--- config.mk ---
export PLATFORM = sky130hd
export DESIGN_NAME = ctrl_fsm_mc_wait
export DESIGN_NICKNAME = d
export VERILOG_FILES = /design/src/rtl/ctrl_fsm_mc_wait.sv
export SDC_FILE = /design/constraint.sdc
export NUM_CORES = 1
export LEC_CHECK = 0
export ABC_AREA = 1
export ABC_CLOCK_PERIOD_IN_PS = 1900
export BUFFER_PORTS_ARGS = -buffer_cell sky130_fd_sc_hd__buf_4
export CORE_UTILIZATION = 43
export DETAILED_ROUTE_END_ITERATION = 10
export PLACE_DENSITY_LB_ADDON = 0.12
export SLEW_MARGIN = 20
export SYNTH_ARGS = -nofsm -noshare
export SYNTH_HDL_FRONTEND = slang
export SYNTH_SLANG_ARGS = --single-unit
--- constraint.sdc ---
create_clock -name clk -period 1.9 [get_ports clk]
set_clock_uncertainty 0.2 [all_clocks]
set_input_delay 0.38 -clock clk [delete_from_list [all_inputs] [get_ports clk]]
set_output_delay 0.38 -clock clk [all_outputs]
set_load 0.01 [all_outputs]
--- src/rtl/ctrl_fsm_mc_wait.sv ---
// Multicycle RV32 control FSM: fetch/decode/execute/memory/writeback sequencing with memory wait states.
// Latency: outputs are decoded from the registered state; one state per cycle, memory states stretch until ready.
// Backpressure: imem_req/dmem_req are held until ready; a wait longer than WAIT_MAX traps. Define CTRL_FSM_JAL_EN for JAL.
module ctrl_fsm_mc_wait #(
    parameter logic [6:0] OP_R     = 7'b0110011,
    parameter logic [6:0] OP_I     = 7'b0010011,
    parameter logic [6:0] OP_LD    = 7'b0000011,
    parameter logic [6:0] OP_S     = 7'b0100011,
    parameter logic [6:0] OP_LUI   = 7'b0110111,
    parameter logic [6:0] OP_B     = 7'b1100011,
    parameter int         WAIT_MAX = 15
) (
    input  logic        clk,
    input  logic        rst,
    input  logic [31:0] instruction,
    input  logic        imem_ready,
    input  logic        dmem_ready,
    output logic        imem_req,
    output logic        dmem_req,
    output logic        dmem_write,
    output logic        load_ir,
    output logic        pc_write,
    output logic        pc_write_cond,
    output logic        load_reg_a,
    output logic        load_reg_b,
    output logic        load_alu_out,
    output logic        load_mdr,
    output logic        write_reg,
    output logic        alu_src_a,
    output logic [1:0]  alu_src_b,
    output logic [1:0]  pc_src,
    output logic [1:0]  mem_to_reg,
    output logic [2:0]  alu_funct,
    output logic [1:0]  branch_op,
    output logic        trap,
    output logic [1:0]  trap_cause,
    output logic [3:0]  state_o
);

    localparam int              CW        = $clog2(WAIT_MAX + 1);
    localparam logic [CW-1:0]   WAIT_LIM  = CW'(WAIT_MAX);
    localparam logic [6:0]      OP_JAL    = 7'b1101111;

    typedef enum logic [3:0] {
        S_FETCH        = 4'd0,
        S_FETCH_LATCH  = 4'd1,
        S_DECODE       = 4'd2,
        S_EXEC_ADDR    = 4'd3,
        S_EXEC_R       = 4'd4,
        S_EXEC_BR      = 4'd5,
        S_MEM_RD       = 4'd6,
        S_MEM_RD_LATCH = 4'd7,
        S_MEM_WR       = 4'd8,
        S_WB_ALU       = 4'd9,
        S_WB_MEM       = 4'd10,
        S_WB_LUI       = 4'd11,
        S_TRAP         = 4'd12,
        S_EXEC_JAL     = 4'd13
    } state_t;

    state_t          state_q, state_d;
    logic [CW-1:0]   wait_cnt_q, wait_cnt_d;
    logic [1:0]      trap_cause_q, trap_cause_d;
    logic [1:0]      branch_op_q, branch_op_d;

    logic [6:0] opcode;
    logic [2:0] funct3;
    logic [6:0] funct7;
    logic       in_wait;
    logic       rdy_sel;
    logic       unused_ir_bits;

    assign opcode         = instruction[6:0];
    assign funct3         = instruction[14:12];
    assign funct7         = instruction[31:25];
    assign unused_ir_bits = ^{instruction[24:15], instruction[11:7]};

    // The handshake that matters depends on which memory the current state is waiting on
    assign in_wait = (state_q == S_FETCH) || (state_q == S_MEM_RD) || (state_q == S_MEM_WR);
    assign rdy_sel = (state_q == S_FETCH) ? imem_ready : dmem_ready;

    // State, wait counter, trap cause and latched branch condition
    always_ff @(posedge clk) begin
        if (rst) begin
            state_q      <= S_FETCH;
            wait_cnt_q   <= '0;
            trap_cause_q <= 2'b00;
            branch_op_q  <= 2'b00;
        end else begin
            state_q      <= state_d;
            wait_cnt_q   <= wait_cnt_d;
            trap_cause_q <= trap_cause_d;
            branch_op_q  <= branch_op_d;
        end
    end

    // Next-state logic, including the memory timeout and illegal-opcode traps
    always_comb begin
        state_d      = state_q;
        wait_cnt_d   = wait_cnt_q;
        trap_cause_d = trap_cause_q;
        branch_op_d  = branch_op_q;
        case (state_q)
            S_FETCH:        if (imem_ready) state_d = S_FETCH_LATCH;
            S_FETCH_LATCH:  state_d = S_DECODE;
            S_DECODE: begin
                if (opcode == OP_R && (funct7 == 7'b0000000 || funct7 == 7'b0100000)) begin
                    state_d = S_EXEC_R;
                end else if (opcode == OP_I || opcode == OP_LD || opcode == OP_S) begin
                    state_d = S_EXEC_ADDR;
                end else if (opcode == OP_LUI) begin
                    state_d = S_WB_LUI;
                end else if (opcode == OP_B && funct3[1] == 1'b0 && funct3 != 3'b010
                             && funct3 != 3'b110) begin
                    // 000/001/100/101 map onto eq/ne/lt/ge
                    state_d     = S_EXEC_BR;
                    branch_op_d = {funct3[2], funct3[0]};
`ifdef CTRL_FSM_JAL_EN
                end else if (opcode == OP_JAL) begin
                    state_d = S_EXEC_JAL;
`endif
                end else begin
                    state_d      = S_TRAP;
                    trap_cause_d = 2'b01;
                end
            end
            S_EXEC_ADDR: begin
                if (opcode == OP_S)       state_d = S_MEM_WR;
                else if (opcode == OP_LD) state_d = S_MEM_RD;
                else                      state_d = S_WB_ALU;
            end
            S_EXEC_R:       state_d = S_WB_ALU;
            S_EXEC_BR:      state_d = S_FETCH;
            S_MEM_RD:       if (dmem_ready) state_d = S_MEM_RD_LATCH;
            S_MEM_RD_LATCH: state_d = S_WB_MEM;
            S_MEM_WR:       if (dmem_ready) state_d = S_FETCH;
            S_WB_ALU:       state_d = S_FETCH;
            S_WB_MEM:       state_d = S_FETCH;
            S_WB_LUI:       state_d = S_FETCH;
            S_TRAP:         state_d = S_TRAP;
`ifdef CTRL_FSM_JAL_EN
            S_EXEC_JAL:     state_d = S_FETCH;
`endif
            default: begin
                state_d      = S_TRAP;
                trap_cause_d = 2'b01;
            end
        endcase
        // A ready arriving in the last allowed cycle has already moved the state above
        if (in_wait && !rdy_sel) begin
            if (wait_cnt_q == WAIT_LIM) begin
                state_d      = S_TRAP;
                trap_cause_d = 2'b10;
            end else begin
                wait_cnt_d = wait_cnt_q + 1'b1;
            end
        end
        if (state_d != state_q) wait_cnt_d = '0;
    end

    // Moore output decode from the registered state
    always_comb begin
        imem_req      = 1'b0;
        dmem_req      = 1'b0;
        dmem_write    = 1'b0;
        load_ir       = 1'b0;
        pc_write      = 1'b0;
        pc_write_cond = 1'b0;
        load_reg_a    = 1'b0;
        load_reg_b    = 1'b0;
        load_alu_out  = 1'b0;
        load_mdr      = 1'b0;
        write_reg     = 1'b0;
        alu_src_a     = 1'b0;
        alu_src_b     = 2'b00;
        pc_src        = 2'b00;
        mem_to_reg    = 2'b00;
        alu_funct     = 3'b000;
        branch_op     = 2'b00;
        trap          = 1'b0;
        trap_cause    = trap_cause_q;
        state_o       = state_q;
        case (state_q)
            S_FETCH:        imem_req = 1'b1;
            S_FETCH_LATCH: begin
                load_ir   = 1'b1;
                pc_write  = 1'b1;
                alu_funct = 3'b001;
                alu_src_b = 2'b01;
            end
            S_DECODE: begin
                load_reg_a   = 1'b1;
                load_reg_b   = 1'b1;
                load_alu_out = 1'b1;
                alu_funct    = 3'b001;
                alu_src_b    = 2'b11;
            end
            S_EXEC_ADDR: begin
                alu_src_a    = 1'b1;
                alu_src_b    = 2'b10;
                alu_funct    = 3'b001;
                load_alu_out = 1'b1;
            end
            S_EXEC_R: begin
                alu_src_a    = 1'b1;
                load_alu_out = 1'b1;
                alu_funct    = instruction[30] ? 3'b010 : 3'b001;
            end
            S_EXEC_BR: begin
                pc_write_cond = 1'b1;
                pc_src        = 2'b01;
                alu_src_a     = 1'b1;
                alu_funct     = 3'b010;
                branch_op     = branch_op_q;
            end
            S_MEM_RD:       dmem_req = 1'b1;
            S_MEM_RD_LATCH: load_mdr = 1'b1;
            S_MEM_WR: begin
                dmem_req   = 1'b1;
                dmem_write = 1'b1;
            end
            S_WB_ALU: write_reg = 1'b1;
            S_WB_MEM: begin
                write_reg  = 1'b1;
                mem_to_reg = 2'b01;
            end
            S_WB_LUI: begin
                write_reg  = 1'b1;
                mem_to_reg = 2'b10;
            end
            S_TRAP:   trap = 1'b1;
`ifdef CTRL_FSM_JAL_EN
            S_EXEC_JAL: begin
                write_reg  = 1'b1;
                mem_to_reg = 2'b11;
                pc_write   = 1'b1;
                pc_src     = 2'b10;
            end
`endif
            default: ;
        endcase
    end

endmodule

==> metrics.md, run 1 <==
| Metric | Value |
|---|---|
| Outcome | finished with violations |
| Failing checks | setup timing |
| Crit start category | flip-flop |
| Reg2reg setup slack | -0.03 ns |
| Fin util | ~73% |
| GP Congestion | a little under 0.9 |
| # Max-Cap Violations | 0 |
| Flops & latches, synth | 12 |
| Top post-synthesis cells by area | dfxtp_1, nand2_1, nor2_1 |
| Ys Warns | 0 |
| Synth top area share | 22.1% |
| Critical Path AT | between 1.5 and 2 ns |
| WL/cell | roughly 12 um |
| H-tree lvl count | 1 |
| Crit path max fanout | 5 |
| Crit Path Class | reg -> reg |
| Cells on worst reg2reg path | 13 |
| Fraction of layout cells with a size suffix above 1 | 47.7% |
| Required @ worst endpoint | around 1.9 ns |
| Vias per cell | 4.96 |
| Most common cell after layout, fill and taps aside | buf_4 |
| Post-Route WL | about 3200 um |
| RSZ-0062 raised after global routing | yes |
| Worst-Skew Late Latency | roughly 0.28 ns |
| Netlist cell types | 29 |
| Met1 WL | approximately 1300 um |
| First-pass GRT wire length | between 4000 and 5000 um |
| Area Overhead vs Synth | 55.0% |
| Vias | between 1000 and 1500 |
| Post-synthesis sequential area ratio | approximately 22% |
| Hold Path Stages | 2 |
| Total Routing Usage GR | between 20% and 30% |
| Iteration-0 DRC count of the detailed router | 27 |
| Initial antenna violation count | 0 |
| Setup ws final | -0.0261 ns |
| CP max stage delay | 0.38 ns |
| Clock buffer depth | 2 |
| Tmin final | ~1.9 ns |
| Die area | 2730 um^2 |
| CP Capture Type | flip-flop |
| CORE AREA | between 2000 and 2500 um^2 |
| Final Hold Fails | 0 |
| Worst slack at placement | -0.0445 ns |
| Pins Over Slew Limit | 0 |
| Num rows | 17 |
| Final nets | roughly 280 |
| Antenna Cells | 0 |
| Cell with the most instances on the worst path | nand2_1 |
| Port bufs | 48 |
| Total congestion overflow | 0 |
| Worst Hold Endpoint | state_o[0] |
| CTS Hold Bufs | 0 |
| Number of routed nets with antenna violations | 0 |
| Met2 Wirelength | 1650 um |
| Setup violations, final | 6 |
| Initial Util | 47.3% |
| Die height | between 50 and 60 um |
| Cell Area, Synth | 1090 um^2 |
| # IOs | 66 |
| Most frequent cells in the layout | buf_4, nand2_1, nor2_1 |
| R2r endpoint | wait_cnt_q[0] |
| Syn_area_per_cell | 6.07 um^2 |
| Hold_sp | rst |
| Top cell type by total area after synthesis | dfxtp_1 |
| Vias in the first global route | between 1000 and 1500 |
| Clock tree from TritonCTS | yes |
| Crit-path cells | nor2_4 -> buf_4 -> nand3_1 -> nand2_1 -> inv_2 -> nand3_4 -> nand2_4 -> nor2_1 -> nand2_1 -> nand2_1 -> nor2_2 -> nand2_2 -> nor2_1 |
| Final Cycle Share | 101% |
| Dpl hpwl | 2410 um |
| Static Leak | ~0.90 nW |
| Drt drc | 0 |
| CTS sink cnt | 12 |
| Peak supply drop | 0.665 mV |
| Top layer in use | met4 |
| TritonRoute pass-1 iters | 4 |
| Clk slew on worst S/H paths | 0.07 ns |
| Inserted Clock Buffers | 3 |
| Worst r2r src | state_o[2] |
| Largest net degree at the start of global routing | 9 |
| Chip Width | between 50 and 60 um |
| Mapped Cells | ~180 |
| Clk Tree Root Cell | clkbuf_4 |
| PwrDens | 567 nW/um^2 |
| Min-Delay Path Class | in -> reg |
| Slowest-stage cell, CP | dfxtp_4 |
| DR WL met3 | 220 um |
| Fmax | just over 500 MHz |
## cell usage after synthesis
master    instances
nand2_1          38
inv_1            24
ha_1              1
dfxtp_1          12
a21oi_1           7
xor2_1            1
or2_2             1
o22ai_1           1
mux2_2            1
o21ai_0           6
or3_4             1
o21ai_1           3
nor3_1            1
nand2_4           1
nand3_2           5
nor2_2            4
buf_4             5
nand2_2           4
nor2_4            2
o22a_1            1
inv_2             7
nand4_1           2
nand3_4           1
nor2_8            1
nand3_1          14
conb_1            1
xnor2_1           2
nor2_1           31
o21bai_1          1
## sequential cells by signal (all words and copies together) (netlist names)
signal	count
state_o	4
wait_cnt_q	4
branch_op_q	2
trap_cause	2
## cell type report
cell class | count | area [um^2]
Timing Repair Buffer | 62 | 477
Fill cell | 185 | 614
Tap cell | 28 | 35.0
Inverter | 31 | 124
Clock buffer | 4 | 36.3
Multi-Input combinational cell | 132 | 756
Sequential cell | 12 | 255
## power by group
group / switching [mW] / internal [mW] / total [mW]
sequential: 0.0231 / 0.265 / 0.288
combinational: 0.248 / 0.211 / 0.459
clock: 0.0895 / 0.117 / 0.206
## worst max path at each step
stage               startpoint       endpoint  slack, ns  cells after the start
global route        state_o[0]  wait_cnt_q[3]      -0.12                     11
floorplan           state_o[0]   branch_op[0]       0.03                      6
CTS                 state_o[2]   alu_funct[0]     0.0003                      5
finish              state_o[2]  wait_cnt_q[0]      -0.03                     13
global placement    state_o[0]  wait_cnt_q[3]       0.01                     12
detailed placement  state_o[0]  wait_cnt_q[0]      -0.04                     12
## critical path, delay by kind of cell (launching register included)
family | cells | cell delay (ns)
DFF | 1 | 0.38
buffers and inverters | 2 | 0.21
and+or+nand+nor | 11 | 1.03
## metrics by stage
step | instances | instance area, um^2 | power, mW | TNS [ns] | hold WS [ns]
2_1_floorplan | 180 | 1090 | 0.530 | 0 | 0.230
3_3_place_gp | 256 | 1490 | 0.667 | 0 | 0.249
5_1_grt | 269 | 1680 | 1.01 | -0.776 | 0.0818
3_5_place_dp | 256 | 1490 | 0.676 | -0.211 | 0.260
4_1_cts | 263 | 1590 | 0.909 | 0 | 0.0857
6_report | 269 | 1680 | 0.954 | -0.116 | 0.0903
## metal layers
metal  vias to the layer above  GRT usage [%]
met3                         4           7.54
li1                        684              -
met2                        56           42.5
met1                       590           26.0
met5                         -              0
met4                         0           7.02
## timing repair
action / CTS / global route
cloned: 0 / 0
gates resized for setup: 18 / 21
pin swaps: 4 / 8
setup buffers: 3 / 6
endpoints found under the setup margin: 23 / 15
## cells by family (layout without fill, tap and decap cells)
group | count (synthesis) | in the layout | share of synthesized area (%)
adders and majority gates | 1 | 1 | 1.15
other | 1 | 2 | 0.345
xor gates and xnor gates | 3 | 3 | 2.42
buffers and inverters | 36 | 97 | 14.2
DFF | 12 | 12 | 22.1
muxes | 1 | 1 | 1.04
and+or+nand+nor | 106 | 106 | 49.3
AOI/OAI and AO/OA | 19 | 19 | 9.45
No activity file was read; power rests on OpenSTA's default activity.
==> run 2, diff against run 1 <==
--- a/config.mk
+++ b/config.mk
@@ -5,10 +5,10 @@
 export SDC_FILE = /design/constraint.sdc
 export NUM_CORES = 1
 export LEC_CHECK = 0
-export ABC_AREA = 1
 export ABC_CLOCK_PERIOD_IN_PS = 1900
 export BUFFER_PORTS_ARGS = -buffer_cell sky130_fd_sc_hd__buf_4
-export CORE_UTILIZATION = 43
+export CORE_MARGIN = 10
+export CORE_UTILIZATION = 44
 export DETAILED_ROUTE_END_ITERATION = 10
 export PLACE_DENSITY_LB_ADDON = 0.12
 export SLEW_MARGIN = 20
==> constraint.sdc (replaced) <==
create_clock -name clk -period 1.9 [get_ports clk]
set_clock_uncertainty 0.2 [all_clocks]
set_input_delay 0.19 -clock clk [delete_from_list [all_inputs] [get_ports clk]]
set_output_delay 0.19 -clock clk [all_outputs]
set_load 0.01 [all_outputs]
==> metrics.md, run 2 <==
| Metric | Value |
|---|---|
| Post-synthesis sequential area ratio | a little over a fifth |
| Cells on worst reg2reg path | 6 |
| Post-Route WL | 4110 um |
| Mapped Cells | approximately 170 |
| CP Capture Type | flip-flop |
| Outcome | finished with violations |
| Crit start category | flip-flop |
| Inserted Clock Buffers | 3 |
| Dpl hpwl | ~3100 um |
| H-tree lvl count | 1 |
| Sequential power share | ~30% |
| Die area | 5050 um^2 |
| Critical Path AT | between 2 and 2.5 ns |
| Required @ worst endpoint | between 1.5 and 2 ns |
| Tmin final | ~2.1 ns |
| Die height | ~71 um |
| Crit path max fanout | 7 |
| Number of routed nets with antenna violations | 0 |
| EDFF count, synth | 0 |
| Top-count cell post-synth | nor2_1 |
| Final Cycle Share | 111% |
| Async SR Flop Fraction | 0% |
| Hold Path Stages | 4 |
| Antenna Cells | 0 |
| Most common cell after layout, fill and taps aside | buf_4 |
| Setup violations, final | 5 |
| Top cell type by total area after synthesis | dfxtp_1 |
| Vias in the first global route | 1450 |
| Chip Width | a little over 70 um |
| Clock tree from TritonCTS | yes |
| # Max-Cap Violations | 0 |
| Switching share of total power | 35.4% |
| Ys Warns | 0 |
| Worst slack at placement | -0.293 ns |
| Vias | approximately 1400 |
| Initial antenna violation count | 0 |
| Total Routing Usage GR | between 10% and 20% |
| Total congestion overflow | 0 |
| Clk slew on worst S/H paths | 0.08 ns |
| Hold slack | a little over 0.2 ns |
| Cell Area, Synth | ~1100 um^2 |
| Final Hold Fails | 0 |
| CTS sink cnt | 12 |
| Fmax | about 470 MHz |
| Initial Util | about 46% |
| Crit Path Class | reg -> reg |
| Iteration-0 DRC count of the detailed router | between 60 and 70 |
| Peak supply drop | between 0.4 and 0.5 mV |
| RSZ-0062 raised after global routing | yes |
| Clock power share | 21.2% |
| Worst-Skew Late Latency | around 0.27 ns |
| Vias per cell | between 5 and 6 |
| Clk Tree Root Cell | clkbuf_4 |
| Min-Delay Path Class | in -> reg |
| First-pass GRT wire length | ~6600 um |
| Drt drc | 0 |
| Area Overhead vs Synth | 61.8% |
| Most used DFF post-synth | dfxtp_1 |
| CORE AREA | approximately 2500 um^2 |
| Final nets | 271 |
| Setup ws final | -0.210 ns |
| Failing checks | setup timing |
| WL/cell | 15.6 um |
| # IOs | between 60 and 70 |
| TritonRoute pass-1 iters | 4 |
| Most frequent cells after synthesis | nor2_1, nand2_1, dfxtp_1, nor3_1, a21oi_1 |
| Syn_area_per_cell | just under 7 um^2 |
| Static Leak | a little over 0.8 nW |
| Clock buffer depth | 2 |
| P_sw | roughly 0.34 mW |
| Logic pwr share | approximately half |
| Setup TNS | -0.781 ns |
| Port bufs | 48 |
| Pins Over Slew Limit | 0 |
| PwrDens | roughly 500 nW/um^2 |
| Synth top area share | a little over a fifth |
| Largest net degree at the start of global routing | 16 |
| Top post-synthesis cells by area | dfxtp_1, nor2_1, nand2_1 |
| Fraction of layout cells with a size suffix above 1 | a little under half |
| Most frequent cells in the layout | buf_4, nor2_1, nand2_1 |
| Cell Int Power | slightly above 0.6 mW |
| Cells after DPL | 250 |
| Flops & latches, synth | 12 |
| Netlist cell types | 54 |
| Num rows | 18 |
| Post-route insts no fill | between 200 and 300 |
| GP Congestion | 0.872 |
run 2: cell count changes after synthesis, sizes merged, moves of 5 or more:
cell / before / now
inv: 31 / 4
buf: 5 / 10
nor3: 1 / 12
nand2b: 0 / 7
clkbuf: 0 / 7
nand3: 20 / 3
nor2: 38 / 21
and2: 0 / 5
nand2: 43 / 19
run 2: final timing paths:
kind / start / endpoint / slack [ns]
setup / recovery: state_o[2] / wait_cnt_q[1] / -0.21
hold / removal: instruction[6] / branch_op_q[1] / 0.21
setup reg to reg: state_o[2] / wait_cnt_q[1] / -0.21
hold reg to reg: branch_op_q[1] / branch_op_q[1] / 0.27
run 2: layout make-up:
class                           count  area, um^2
Clock buffer                        4        36.3
Fill cell                         196         621
Inverter                            4        21.3
Multi-Input combinational cell    133         890
Sequential cell                    12         249
Tap cell                           30        37.5
Timing Repair Buffer               80         623
run 2: cell families (layout without fill, tap and decap cells):
| group | after synthesis | in the layout | synth area share, % |
|---|---|---|---|
| simple gates | 85 | 85 | 39.0 |
| buf+inv | 21 | 88 | 9.49 |
| other cells | 1 | 2 | 0.327 |
| compound gates | 39 | 39 | 24.1 |
| xor+xnor | 2 | 2 | 1.53 |
| mux | 4 | 4 | 3.49 |
| fa+ha+maj | 1 | 1 | 1.09 |
| flops | 12 | 12 | 20.9 |
run 2: routing by layer:
| layer | share of wire (%) | routed length, um | global-route usage, % | vias to the layer above |
|---|---|---|---|---|
| li1 | - | - | - | 719 |
| met1 | 43 | 1770 | 16.3 | 684 |
| met2 | 50 | 2060 | 27.9 | 35 |
| met3 | 6.2 | 253 | 4.88 | 4 |
| met4 | 0.41 | 17 | 3.01 | 0 |
| met5 | 0 | 0 | 0 | - |
run 2: worst max-delay path, stage by stage, from the launching register on:
cell     delay [ns]
dfxtp_2        0.36
or4b_1         0.56
o22ai_1        0.18
o21ba_2        0.20
nand4_1        0.11
nand4_2        0.20
nor3_2         0.22
run 2: power by group through the flow:
| stage | Combinational, mW | Clock, mW | Sequential (mW) |
|---|---|---|---|
| after floorplan | 0.234 | 0 | 0.285 |
| after global placement | 0.402 | 0 | 0.285 |
| after detailed placement | 0.417 | 0 | 0.286 |
| after CTS | 0.443 | 0.205 | 0.283 |
| after global routing | 0.511 | 0.220 | 0.287 |
| final | 0.469 | 0.202 | 0.284 |
run 2: repair_timing:
action,4_1_cts,5_1_grt
hold buffers,3,0
setup endpoints to repair,8,11
pin swaps,2,4
hold endpoints to repair,6,0
gates resized for setup,11,14
buffers inserted,3,3
run 2: stage by stage:
stage | total power, mW | utilization (%) | cell area (um^2)
detailed placement | 0.703 | 66.2 | 1640
floorplan | 0.519 | - | 1170
CTS | 0.931 | 71.8 | 1780
global route | 1.02 | 74.9 | 1860
global placement | 0.687 | 66.2 | 1640
finish | 0.955 | 74.9 | 1860
